**src/rtl/serial_frame_pkg.sv**
```systemverilog
// Shared definitions for the serial frame controller: state encoding,
// default geometry and the bit-counter width helper.
package serial_frame_pkg;

  typedef enum logic [2:0] {
    ST_IDLE   = 3'd0,
    ST_START  = 3'd1,
    ST_SHIFT  = 3'd2,
    ST_STROBE = 3'd3,
    ST_GAP    = 3'd4
  } state_t;

  localparam int DEF_FRAME_W  = 16;
  localparam int DEF_IDLE_GAP = 2;

  // Width of a counter that must reach frame_w-1 without wrapping.
  function automatic int cnt_w(input int frame_w);
    return (frame_w < 2) ? 1 : $clog2(frame_w);
  endfunction

endpackage

```
**src/rtl/rr_arb2.sv**
```systemverilog
// Two-way round-robin arbiter. ptr=0 favours req[0], ptr=1 favours req[1];
// after each advance the pointer favours the requester that was not served.
module rr_arb2 (
  input  logic       clk,
  input  logic       rst,
  input  logic [1:0] req,
  input  logic       advance,
  output logic [1:0] grant,
  output logic       ptr
);

  // Sole requester wins outright; a tie is broken by the pointer.
  always_comb begin
    grant = req;
    if (req == 2'b11) grant = ptr ? 2'b10 : 2'b01;
  end

  // Pointer moves away from whoever was just granted.
  always_ff @(posedge clk or posedge rst) begin
    if (rst) ptr <= 1'b0;
    else if (advance && (grant != 2'b00)) ptr <= grant[0];
  end

endmodule

```
**src/rtl/serial_frame_ctrl.sv**
```systemverilog
// Serial shift/latch channel sequencer shared by two requesters.
// Frame: START, FRAME_W bits MSB-first on sdo, STROBE (str/done), IDLE_GAP idle.
// The final cycle of a frame doubles as the arbitration point, so a held
// request starts the next frame back-to-back (period 2+FRAME_W+IDLE_GAP).
// Every output is a flop loaded from the next-state logic.
module serial_frame_ctrl
  import serial_frame_pkg::*;
#(
  parameter int FRAME_W  = DEF_FRAME_W,
  parameter int IDLE_GAP = DEF_IDLE_GAP
) (
  input  logic               clk_25k,
  input  logic               rst,
  input  logic               req0,
  input  logic [FRAME_W-1:0] data0,
  input  logic               req1,
  input  logic [FRAME_W-1:0] data1,
  output logic               gnt0,
  output logic               gnt1,
  output logic               busy,
  output logic               start,
  output logic               sdo,
  output logic               str,
  output logic               done,
  output logic               done_id
);

  localparam int              CNT_W    = cnt_w(FRAME_W);
  localparam logic [CNT_W-1:0] CNT_LAST = CNT_W'(FRAME_W - 1);
  localparam logic [3:0]      GAP_LAST = 4'(IDLE_GAP - 1);

  state_t             state, state_n;
  logic [FRAME_W-1:0] shreg, shreg_n;
  logic [CNT_W-1:0]   cnt, cnt_n;
  logic [3:0]         gap, gap_n;
  logic               done_id_n;
  logic               take;
  logic               frame_end;
  logic [1:0]         grant;
  logic               arb_ptr;

  rr_arb2 u_arb (
    .clk     (clk_25k),
    .rst     (rst),
    .req     ({req1, req0}),
    .advance (take),
    .grant   (grant),
    .ptr     (arb_ptr)
  );

  // Next-state, datapath and arbitration decisions.
  always_comb begin
    state_n   = state;
    shreg_n   = shreg;
    cnt_n     = cnt;
    gap_n     = gap;
    done_id_n = done_id;
    take      = 1'b0;
    frame_end = ((state == ST_STROBE) && (IDLE_GAP == 0)) ||
                ((state == ST_GAP) && (gap == GAP_LAST));
    case (state)
      ST_START: begin
        state_n = ST_SHIFT;
        cnt_n   = '0;
      end
      ST_SHIFT: begin
        shreg_n = {shreg[FRAME_W-2:0], 1'b0};
        if (cnt == CNT_LAST) state_n = ST_STROBE;
        else cnt_n = cnt + 1'b1;
      end
      ST_STROBE: begin
        state_n = ST_GAP;
        gap_n   = 4'd0;
      end
      ST_GAP: begin
        if (gap != GAP_LAST) gap_n = gap + 4'd1;
      end
      default: ;
    endcase
    if ((state == ST_IDLE) || frame_end) begin
      state_n = ST_IDLE;
      if (grant != 2'b00) begin
        take      = 1'b1;
        state_n   = ST_START;
        shreg_n   = grant[1] ? data1 : data0;
        done_id_n = grant[1];
      end
    end
  end

  // State, datapath and registered outputs; reset aborts any frame at once.
  always_ff @(posedge clk_25k or posedge rst) begin
    if (rst) begin
      state   <= ST_IDLE;
      shreg   <= '0;
      cnt     <= '0;
      gap     <= '0;
      gnt0    <= 1'b0;
      gnt1    <= 1'b0;
      busy    <= 1'b0;
      start   <= 1'b0;
      sdo     <= 1'b0;
      str     <= 1'b0;
      done    <= 1'b0;
      done_id <= 1'b0;
    end else begin
      state   <= state_n;
      shreg   <= shreg_n;
      cnt     <= cnt_n;
      gap     <= gap_n;
      gnt0    <= take & grant[0];
      gnt1    <= take & grant[1];
      busy    <= (state_n != ST_IDLE);
      start   <= (state_n == ST_START);
      sdo     <= (state_n == ST_SHIFT) & shreg_n[FRAME_W-1];
      str     <= (state_n == ST_STROBE);
      done    <= (state_n == ST_STROBE);
      done_id <= done_id_n;
    end
  end

  // A grant pulse must coincide with the pointer favouring the other side.
  a_gnt0_ptr: assert property (@(posedge clk_25k) disable iff (rst) gnt0 |-> arb_ptr);
  a_gnt1_ptr: assert property (@(posedge clk_25k) disable iff (rst) gnt1 |-> !arb_ptr);

endmodule

```
**config.mk**
```make
export PLATFORM = sky130hd
export DESIGN_NAME = serial_frame_ctrl
export DESIGN_NICKNAME = d
export VERILOG_FILES = /design/src/rtl/serial_frame_pkg.sv /design/src/rtl/rr_arb2.sv /design/src/rtl/serial_frame_ctrl.sv
export SDC_FILE = /design/constraint.sdc
export NUM_CORES = 1
export LEC_CHECK = 0
export ABC_AREA = 1
export CORE_MARGIN = 2
export CORE_UTILIZATION = 54
export DETAILED_ROUTE_END_ITERATION = 10
export PLACE_DENSITY = 0.94
export SYNTH_ARGS = -nofsm -noshare
export SYNTH_HDL_FRONTEND = slang
export SYNTH_SLANG_ARGS = --single-unit
```
**constraint.sdc**
```tcl
create_clock -name clk_25k -period 2.7 [get_ports clk_25k]
set_clock_uncertainty 0.15 [all_clocks]
set_input_delay 0.54 -clock clk_25k [delete_from_list [all_inputs] [get_ports clk_25k]]
set_output_delay 0.54 -clock clk_25k [all_outputs]
set_load 0.03 [all_outputs]
```
* Word level (Yosys, flattened, before mapping) *
Cells that the tools add are included.

word-level totals
  logic and storage cells = 57
  bits in registers = 35

operators by class
  bitwise gates (word level) = 3
  add/sub/neg operators = 2
  reduce and logical (&&, ||, !) cells = 11
  mux-type cells = 16
  equality and inequality tests = 13

operator list
  cell                                                                     count
  16-bit 2-to-1 mux                                                        4
  4-bit one-hot mux with 2 select lines                                    2
  3-bit by 2-bit equality test with 1-bit output, second input constant    4
  3-bit one-hot mux with 3 select lines                                    1
  4-bit by 1-bit adder with 4-bit output, second input constant            2
  4-bit 2-to-1 mux                                                         2
  3-bit by 1-bit equality test with 1-bit output, second input constant    2
  3-bit 2-to-1 mux                                                         2
  2-bit AND reduction                                                      3
  2-bit nonzero test                                                       3
  4-bit by 1-bit equality test with 1-bit output, second input constant    1
  4-bit equality test, second input constant                               1
  2-bit 2-to-1 mux                                                         2
  4-bit by 1-bit inequality test with 1-bit output, second input constant  1
  1-bit AND                                                                3
  3-bit equality test, second input constant                               1
  3-bit logical NOT                                                        1
  1-bit 2-to-1 mux                                                         3
  3-bit nonzero test                                                       1
  2-bit equality test, second input constant                               1
  1-bit logical AND                                                        2
  2-bit by 1-bit inequality test with 1-bit output, second input constant  1
  2-bit inequality test, second input constant                             1
  1-bit logical OR                                                         1

* Depth between registers and ports, before layout *
  word-level depth = 7
  mapped depth = 9
  gate-level depth less buffers = 8

* Cells and area by module *
Synthesis repeated with hierarchy kept, for this count alone.

second synthesis, totals
  cell total of the unflattened synthesis = 229
  area total of the unflattened synthesis = 1955.6 um2

modules (own cells, without submodules)
  module             times used  cells an instance  area an instance (um2)
  serial_frame_ctrl  1           220                1891.8
  rr_arb2            1           9                  63.8

* Least setup slack after synthesis *
No wires, ideal clock.

  path type = input-to-reg
  start = input port req0
  end = register shreg[12]
  required time = 2.432 ns
  arrival = 1.144 ns
  library setup time = 0.118 ns
  buffers on the path = 1
  cell stages on the path = 8
  path slack = 1.288 ns
  cells stage by stage = nand2_1 > nand2_2 > inv_2 > buf_4 > nand2_1 > nand2_1 > nand2_1 > o21ai_2

on the way
  word-level cells in the longest chain between the ends = 5
  elaborated cells between the ends (all ways) = 6
  classes of those cells = eq/ne (1); mux (4); reduce/logical (1)

RTL lines
  item                                                            RTL line                                          text
  from (decl)                                                     serial_frame_ctrl.sv:14                           input logic req0,
  2-bit equality test                                             rr_arb2.sv:15                                     if (req == 2'b11) grant = ptr ? 2'b10 : 2'b01;
  2-bit 2-to-1 mux (*)                                            rr_arb2.sv:15
  16-bit 2-to-1 mux / 2-bit nonzero test (equally long branches)  serial_frame_ctrl.sv:85, serial_frame_ctrl.sv:82
  16-bit 2-to-1 mux (*)                                           serial_frame_ctrl.sv:82                           if (grant != 2'b00) begin
  16-bit 2-to-1 mux (*)                                           serial_frame_ctrl.sv:80                           if ((state == ST_IDLE) || frame_end) begin
  net shreg_n[12]                                                 serial_frame_ctrl.sv:33                           logic [FRAME_W-1:0] shreg, shreg_n;
  to (signal assigned)                                            serial_frame_ctrl.sv:108                          shreg <= shreg_n;
  to (decl)                                                       serial_frame_ctrl.sv:33

The timed path passes the listed nets; every way through them passes the cells marked *.
A chain may end at the register's enable or synchronous reset.

* Worst setup path after layout *
  start = register done_id
  end = output port done_id

RTL lines
  item                    RTL line                  text
  from (decl)             serial_frame_ctrl.sv:25   output logic done_id
  from (signal assigned)  serial_frame_ctrl.sv:118  done_id <= done_id_n;

No word-level cell between the ends.

==> results.ini <==
[run_status]
outcome = completed

[route]
viasPerCell = 5.05
drt-wirelength-per-cell_um = 11.7
firstDrtPassIters = 4
ant_nets = 0
num_vias = 1661
drtIter0Drc = 61
drc = 0
finalWirelength_um = 3860

[power_and_ir_drop]
p_per_area_mw_per_mm2 = 877
total_power_mw = 2.10
seq_power_share = 0.417
p_int_mw = 1.22
power_frac_comb = 0.430
p_switching_mw = 0.878
switching_share = 0.417
clockPowerShare = 0.153
vdd_drop_max_mv = 0.552
p_leak_nw = 1.13

[yosys]
async_reset_ff_frac = 1.00
synth_edf_count = 0
yosysMostFrequentCell = nand2_1
avgSynthCellArea_um2 = 8.00
syn_area_mm2 = 0.00192
yosysTopAreaCell = dfrtp_1
synthCells = 240
ys_types = 27
synth_area_leaders = dfrtp_1 (46%), nand2_1 (17%), o21ai_1 (6.0%)
ys.flop_type = dfrtp_1
synth_commonest_cells = nand2_1 (88), dfrtp_1 (35), o21ai_1 (23), inv_1 (15), or2_0 (12)
yosys.area.top_type_share = 0.456
ys_seq_area_frac = 0.456
syn_nets = 279
ys_ff_latch = 35
yosysWarnings = 0

[floorplanning]
die_w_um = 63.6
die_height_um = 63.6
io_pins = 44
dieArea_mm2 = 0.00405
placementRows = 21
core_area_mm2 = 0.00336
start_util = 0.571

[setup_path]
cp-start-kind = flop
crit_required_ps = 2010
crit_chain = clkdlybuf4s50_1
critical_path.max_fanout = 2
cp-end-kind = output port
crit_arrival_ps = 1400
path_class = flop to output port
critPathMaxStageDelay_ps = 670
cpMaxStageDelayCell = clkdlybuf4s50_1
cp_top_family = buffers and inverters
crit_buf_inv = 1

[placement]
pre_cts_ws_ps = 535
dp.cells = 321
place_area_mm2 = 0.00233
hpwl_um = 2790
gp_congestion = 0.764
portBuffers = 43

[sta]
period_needed_ps = 2090
fmax_mhz = 478
finalSetupTns_ps = 0
slew_violations = 0
rsz0062_at_grt = false
holdWs_ps = 347
timing.final.ws_setup_ps = 607
maxSlewHeadroom = 0.708
fin_crit_sh = 0.775
finalHoldViolCount = 0
setup_viol = 0
tightest_slew_ps = 438

[clock_tree]
cts_buffers = 5
cts-htree-levels = 2
clk_latency_ps = 360
cts_resized = 0
cts_root_buffer = clkbuf_4
cts_hold_buf = 0
clkTransAtPathRegs_ps = 120
cts_tree = built
cts_buffer_depth = 2
cts_setup_buffers = 0
cts_sinks = 35

[global_route]
grt.met3_usage = 0.0679
grt_max_degree = 36
grt_pass1_wl_um = 6990
grt_use_total = 0.222
grt-ovfl-total = 0
antenna_found_initial = 0
grt_use_met2 = 0.409
met1_usage = 0.227
grt-busiest-layer = met2
grt_pass1_vias = 1719

[min_path]
holdCritPathClass = flop to flop

[final_layout]
drive_above_1_share = 0.110
layoutNonFillerInstCount = 329
final_nets = 321
diodes = 0
fin_area_mm2 = 0.00240
area_growth_pct = 24.8
postLayoutCoreUtil = 0.712

[job]
cap_violations = 0

[placed cells by master, fill, tap and decap left out, drive strengths merged]
master / instances
nand2: 93
clkdlybuf4s50: 43
o21ai: 37
dfrtp: 35
inv: 21
or2: 14
nand3: 12
nor2: 8
clkbuf: 6
xor2: 3
ha: 3
a21oi: 2
a31oi: 1
a21boi: 1
xnor2: 1
clkinv: 1
clkinvlp: 1
buf: 1
[cell type report]
| type | count | area [µm²] |
|---|---|---|
| multi-input cells | 175 | 873 |
| clock inverters | 2 | 16.3 |
| fillers | 286 | 967 |
| clock buffers | 6 | 51.3 |
| inverters | 21 | 83.8 |
| repair buffers | 44 | 438 |
| flip-flops and latches | 35 | 876 |
| well taps | 46 | 57.6 |
[state kept, by name, summed over array words and instances, names as in the netlist, 3 cells and up]
register,flops
cnt,4
state,3
shreg,16
gap,4
[metal layers]
layer,share of wire,routed length (µm)
met5,0,0
met4,0.023,87
met3,0.052,201
met2,0.53,2030
met1,0.40,1540
[power groups by stage]
| stage | logic (mW) | registers, mW | clock network [mW] |
|---|---|---|---|
| 6_report | 0.905 | 0.877 | 0.321 |
| 5_1_grt | 1.03 | 0.905 | 0.355 |
| 4_1_cts | 0.909 | 0.877 | 0.318 |
| 3_5_place_dp | 0.899 | 0.886 | 0 |
| 3_3_place_gp | 0.857 | 0.873 | 0 |
| 2_1_floorplan | 0.684 | 0.901 | 0 |
[final timing paths]
path	start	cells past startpoint	slack, ps	end
min in group asynchronous	rst	3	410	shreg[0]$_DFF_PP0_
hold reg to reg	done_id$_DFFE_PP0N_	2	350	done_id$_DFFE_PP0N_
setup / recovery	done_id$_DFFE_PP0N_	1	610	done_id
hold / removal	done_id$_DFFE_PP0N_	2	350	done_id$_DFFE_PP0N_
max in group asynchronous	rst	3	1670	shreg[1]$_DFF_PP0_
setup reg to reg	state[2]$_DFF_PP0_	8	1030	cnt[1]$_DFFE_PP0P_
[cells by family (layout without fill, tap and decap cells)]
kind of cell               after synthesis  count (layout)  synth area share
xor gates and xnor gates                 4               4            0.0182
and+or+nand+nor                        127             127             0.296
DFF                                     35              35             0.456
adders and majority gates                3               3            0.0195
buffers and inverters                   30              73            0.0892
AOI/OAI and AO/OA                       41              41             0.121
No activity file was read; power rests on OpenSTA's default activity.
